[src/rtl/dmem_arbiter.sv]
// Two-port arbiter (core / host) in front of a single-port synchronous data memory.
// Optional starvation guard for the host port is enabled with `define DMEM_ARB_STARVE_EN.
module dmem_arbiter #(
  parameter int AW           = 4,
  parameter int DW           = 8,
  parameter int RR_MODE      = 0,
  parameter int STARVE_LIMIT = 8
) (
  input  logic          clk,
  input  logic          rst,
  input  logic          c_req,
  input  logic          c_we,
  input  logic [AW-1:0] c_addr,
  input  logic [DW-1:0] c_wdata,
  output logic          c_gnt,
  output logic          c_rvalid,
  output logic [DW-1:0] c_rdata,
  input  logic          h_req,
  input  logic          h_we,
  input  logic          h_lock,
  input  logic [AW-1:0] h_addr,
  input  logic [DW-1:0] h_wdata,
  output logic          h_gnt,
  output logic          h_rvalid,
  output logic [DW-1:0] h_rdata,
  output logic          m_e,
  output logic          m_we,
  output logic [AW-1:0] m_addr,
  output logic [DW-1:0] m_di,
  input  logic [DW-1:0] m_do
);

  typedef enum logic [1:0] {OWN_IDLE, OWN_CORE, OWN_HOST} owner_e;

  owner_e        owner_q, owner_d;
  logic          rd_pend_q, rd_pend_d;
  logic          rr_last_q, rr_last_d;
  logic          locked_q, locked_d;
  logic [DW-1:0] c_rdata_q, c_rdata_d;
  logic [DW-1:0] h_rdata_q, h_rdata_d;
  logic          force_h;

`ifdef DMEM_ARB_STARVE_EN
  localparam int SW = $clog2(STARVE_LIMIT + 1);
  logic [SW-1:0] starve_q, starve_d;

  assign force_h = (starve_q == SW'(STARVE_LIMIT));

  // Counts consecutive host-wait cycles, saturating at the limit.
  always_comb begin
    starve_d = starve_q;
    if (!h_req || h_gnt)
      starve_d = '0;
    else if (starve_q != SW'(STARVE_LIMIT))
      starve_d = starve_q + 1'b1;
  end

  always_ff @(posedge clk or posedge rst) begin
    if (rst) starve_q <= '0;
    else     starve_q <= starve_d;
  end
`else
  assign force_h = 1'b0;
`endif

  // Grants are suppressed while reset is asserted.
  always_comb begin
    c_gnt = 1'b0;
    h_gnt = 1'b0;
    if (!rst) begin
      if (locked_q && h_req)
        h_gnt = 1'b1;
      else if (force_h && h_req)
        h_gnt = 1'b1;
      else if (RR_MODE == 0) begin
        if (c_req)      c_gnt = 1'b1;
        else if (h_req) h_gnt = 1'b1;
      end else if (c_req && h_req) begin
        if (rr_last_q) c_gnt = 1'b1;
        else           h_gnt = 1'b1;
      end else if (c_req)
        c_gnt = 1'b1;
      else if (h_req)
        h_gnt = 1'b1;
    end
  end

  always_comb begin
    m_e    = c_gnt | h_gnt;
    m_we   = 1'b0;
    m_addr = '0;
    m_di   = '0;
    if (c_gnt) begin
      m_we   = c_we;
      m_addr = c_addr;
      m_di   = c_wdata;
    end else if (h_gnt) begin
      m_we   = h_we;
      m_addr = h_addr;
      m_di   = h_wdata;
    end
  end

  always_comb begin
    owner_d   = OWN_IDLE;
    rd_pend_d = 1'b0;
    rr_last_d = rr_last_q;
    locked_d  = h_gnt & h_lock;
    if (m_e) begin
      owner_d   = h_gnt ? OWN_HOST : OWN_CORE;
      rd_pend_d = ~m_we;
      rr_last_d = h_gnt;
    end
  end

  // Read data is steered to the owner of the previous access; the other port holds.
  assign c_rvalid = rd_pend_q && (owner_q == OWN_CORE);
  assign h_rvalid = rd_pend_q && (owner_q == OWN_HOST);
  assign c_rdata  = c_rvalid ? m_do : c_rdata_q;
  assign h_rdata  = h_rvalid ? m_do : h_rdata_q;
  assign c_rdata_d = c_rdata;
  assign h_rdata_d = h_rdata;

  always_ff @(posedge clk or posedge rst) begin
    if (rst) begin
      owner_q   <= OWN_IDLE;
      rd_pend_q <= 1'b0;
      rr_last_q <= 1'b1;
      locked_q  <= 1'b0;
      c_rdata_q <= '0;
      h_rdata_q <= '0;
    end else begin
      owner_q   <= owner_d;
      rd_pend_q <= rd_pend_d;
      rr_last_q <= rr_last_d;
      locked_q  <= locked_d;
      c_rdata_q <= c_rdata_d;
      h_rdata_q <= h_rdata_d;
    end
  end

endmodule

[config.mk]
export PLATFORM = sky130hd
export DESIGN_NAME = dmem_arbiter
export DESIGN_NICKNAME = d
export VERILOG_FILES = /design/src/rtl/dmem_arbiter.sv
export SDC_FILE = /design/constraint.sdc
export NUM_CORES = 1
export LEC_CHECK = 0
export BUFFER_PORTS_ARGS = -buffer_cell sky130_fd_sc_hd__buf_2
export CAP_MARGIN = 10
export CORE_MARGIN = 10
export CORE_UTILIZATION = 42
export DETAILED_ROUTE_END_ITERATION = 7
export GPL_ROUTABILITY_DRIVEN = 0
export HOLD_SLACK_MARGIN = 0.05
export PLACE_DENSITY = 0.83
export SYNTH_ARGS = -nofsm -noshare
export SYNTH_HDL_FRONTEND = slang
export SYNTH_SLANG_ARGS = --single-unit
[constraint.sdc]
create_clock -name clk -period 3.9 [get_ports clk]
set_clock_uncertainty 0.15 [all_clocks]
set_input_delay 0.39 -clock clk [delete_from_list [all_inputs] [get_ports clk]]
set_output_delay 0.39 -clock clk [all_outputs]
set_load 0.1 [all_outputs]
==> flow_metrics.py <==
metrics = {
    "sta": {
        "maxSlewViolCount": 0,
        "fmax_mhz": 412,
        "setup_viol": 0,
        "hold_viol": 0,
        "worst_pin_slew_ns": 0.502,
        "layout_min_cycle_time_ns": 2.43,
        "fin_tns_setup_ns": 0,
        "rsz0062_at_grt": "false",
        "max_slew_margin_pct": 66.7,
        "min_period_over_period_pct": 62.3,
    },
    "clocking": {
        "post_cts_buffers": 0,
        "clockRootBuffer": "clkbuf_4",
        "clock_path_buffers": 2,
        "cts.clk_slew.worst_paths_ns": 0.10,
        "cts_tree": "yes",
        "numCtsBuffers": 3,
        "cts_sinks": 20,
        "cts_resized": 0,
        "clk_latency_ns": 0.28,
        "holdBufCountCts": 0,
        "htree_levels": 1,
    },
    "pwr": {
        "ir_drop_v": 0.000438,
        "leakage_nw": 0.748,
        "power_density_nw_per_um2": 693,
    },
    "hold_path": {
        "hold_class": "in2async",
    },
    "critical_path": {
        "crit_type": "reg2out",
        "cp-end-kind": "primary output",
        "start_kind": "register",
        "crit_slowest_cell": "nand2b_1",
        "required_ns": 3.36,
        "max_stage_delay_ns": 0.43,
        "worstPathArrival_ns": 1.89,
        "cp-startpoint": "locked_q",
        "cp_cell_sequence": "nand2b_1, a32oi_1, nor2_1, buf_2",
        "crit_fanout": 14,
        "reg2reg_from": "locked_q",
    },
    "yosys": {
        "synth_warnings": 0,
        "syn_area_um2": 996,
        "synth_largest_area_cell": "dfrtp_1",
        "syn_nets": 125,
        "synth_top_area_share_pct": 50.3,
        "synth_area_leaders": "dfrtp_1 (50%), mux2_2 (18%), a32oi_1 (11%), nor2_1 (6.8%), nand3b_2 (2.3%)",
        "ys_seq_elements": 20,
        "avgSynthCellArea_um2": 11.6,
        "syn_inst": 86,
        "seq_area_frac_synth_pct": 50.3,
        "ys_types": 16,
    },
    "floorplanning": {
        "row_count": 17,
        "die_w_um": 68.7,
        "core_um2": 2230,
        "ios": 73,
        "die_h_um": 68.7,
        "start_util_pct": 44.6,
        "dieArea_um2": 4720,
    },
    "global_route": {
        "met3_usage_pct": 10.5,
        "grt_util_met2_pct": 20.2,
        "grt.busiest_layer": "met2",
        "grt_start_max_net_pins": 22,
        "overflow": 0,
        "first_global_vias": 1084,
        "antenna_found_initial": 0,
        "met1_usage_pct": 12.4,
        "grt_usage_pct": 12.7,
        "grt_pass1_wl_um": 4680,
    },
    "final_layout": {
        "n_antenna_cell": 0,
        "regArea_um2": 500,
        "multiInputGateArea_um2": 444,
        "fin_util_pct": 62.5,
        "design_area_um2": 1400,
        "syn2layout_area_growth_pct": 40.1,
        "drive_above_1_share_pct": 61.1,
        "fillers": 181,
        "layout.nets": 197,
        "final_cells": 185,
    },
    "placement": {
        "portBuffers": 72,
        "placed_area_um2": 1360,
        "post-place-cells": 181,
        "hpwl_um": 2530,
    },
    "outcome": {
        "outcome": "complete, no violations",
    },
    "drt": {
        "wl_per_cell_um": 16.4,
        "via_per_inst": 5.15,
        "drtIter0Drc": 42,
        "drc": 0,
        "drt-pass1-iter-count": 4,
        "ant_nets": 0,
        "vias": 952,
        "drt-total-wl_um": 3040,
    },
    "run": {
        "maxCapViolations": 0,
    },
}
-- logic make-up (layout without fill, tap and decap cells) --
family | count (synthesis) | after routing | synth area share [%]
compound gates | 15 | 15 | 14.1
buf+inv | 9 | 80 | 5.15
flops | 20 | 20 | 50.3
mux | 16 | 16 | 18.1
simple gates | 26 | 26 | 12.4
-- report_power, final --
part           switching (mW)  leakage (nW)  total (mW)  internal (mW)
clock network          0.0554        0.0210       0.112         0.0568
registers              0.0117         0.240       0.265          0.253
logic                   0.495         0.488       0.590         0.0946
-- stage by stage --
step	total power [mW]	hold WS (ns)	worst slack [ns]
global placement	0.852	0.326	1.80
detailed placement	0.864	0.329	1.70
floorplan	0.775	0.337	1.19
finish	0.967	0.137	1.47
CTS	0.977	0.128	1.47
global route	1.01	0.121	1.35
-- final cells by class --
type	count	area share, %
Clock buffer	4	2.60
Inverter	3	0.807
Multi-Input combinational cell	57	31.8
Sequential cell	20	35.9
Tap cell	28	2.51
Timing Repair Buffer	73	26.4
-- sequential cells by signal, indices dropped and copies added (netlist names) --
name,flops
locked_q,1
h_rdata_q,8
rd_pend_q,1
owner_q,2
c_rdata_q,8
-- synthesized netlist by cell type --
master / count
dfrtp_1: 20
nor2_1: 18
mux2_2: 16
a32oi_1: 13
inv_1: 3
and2_1: 2
buf_2: 2
buf_4: 2
nand2_1: 2
nand3b_2: 2
a21boi_4: 1
buf_6: 1
clkbuf_1: 1
nand2b_1: 1
nor3b_1: 1
o31ai_1: 1
-- metal layers --
metal / wire length [um] / vias to the layer above
li1: - / 454
met1: 1090 / 435
met2: 1330 / 61
met3: 609 / 2
met4: 8 / 0
met5: 0 / -
-- placed cells by master, fill, tap and decap left out --
master / instances
buf_2: 72
dfrtp_1: 20
nor2_1: 18
mux2_2: 16
a32oi_1: 13
inv_1: 3
clkbuf_4: 3
and2_1: 2
nand2_1: 2
nand3b_2: 2
a21boi_4: 1
nand2b_1: 1
nor3b_1: 1
o31ai_1: 1
clkbuf_8: 1
buf_4: 1
-- final timing paths --
path,endpoint,slack (ns),cells after the start
setup reg to reg,locked_q,2.43,3
max in group asynchronous,h_rdata_q[1],3.26,3
hold reg to reg,c_rdata_q[1],0.35,1
setup / recovery,m_di[5],1.47,4
min in group clk,rd_pend_q,0.14,2
hold / removal,h_rdata_q[5],0.14,3
-- critical path, delay by kind of cell, from the launching register on --
family	cells	cell delay (ns)
compound gates	1	0.22
simple gates	2	0.54
flops	1	0.40
buf+inv	1	0.43
Note: power is estimated with default switching activity, not from simulation.
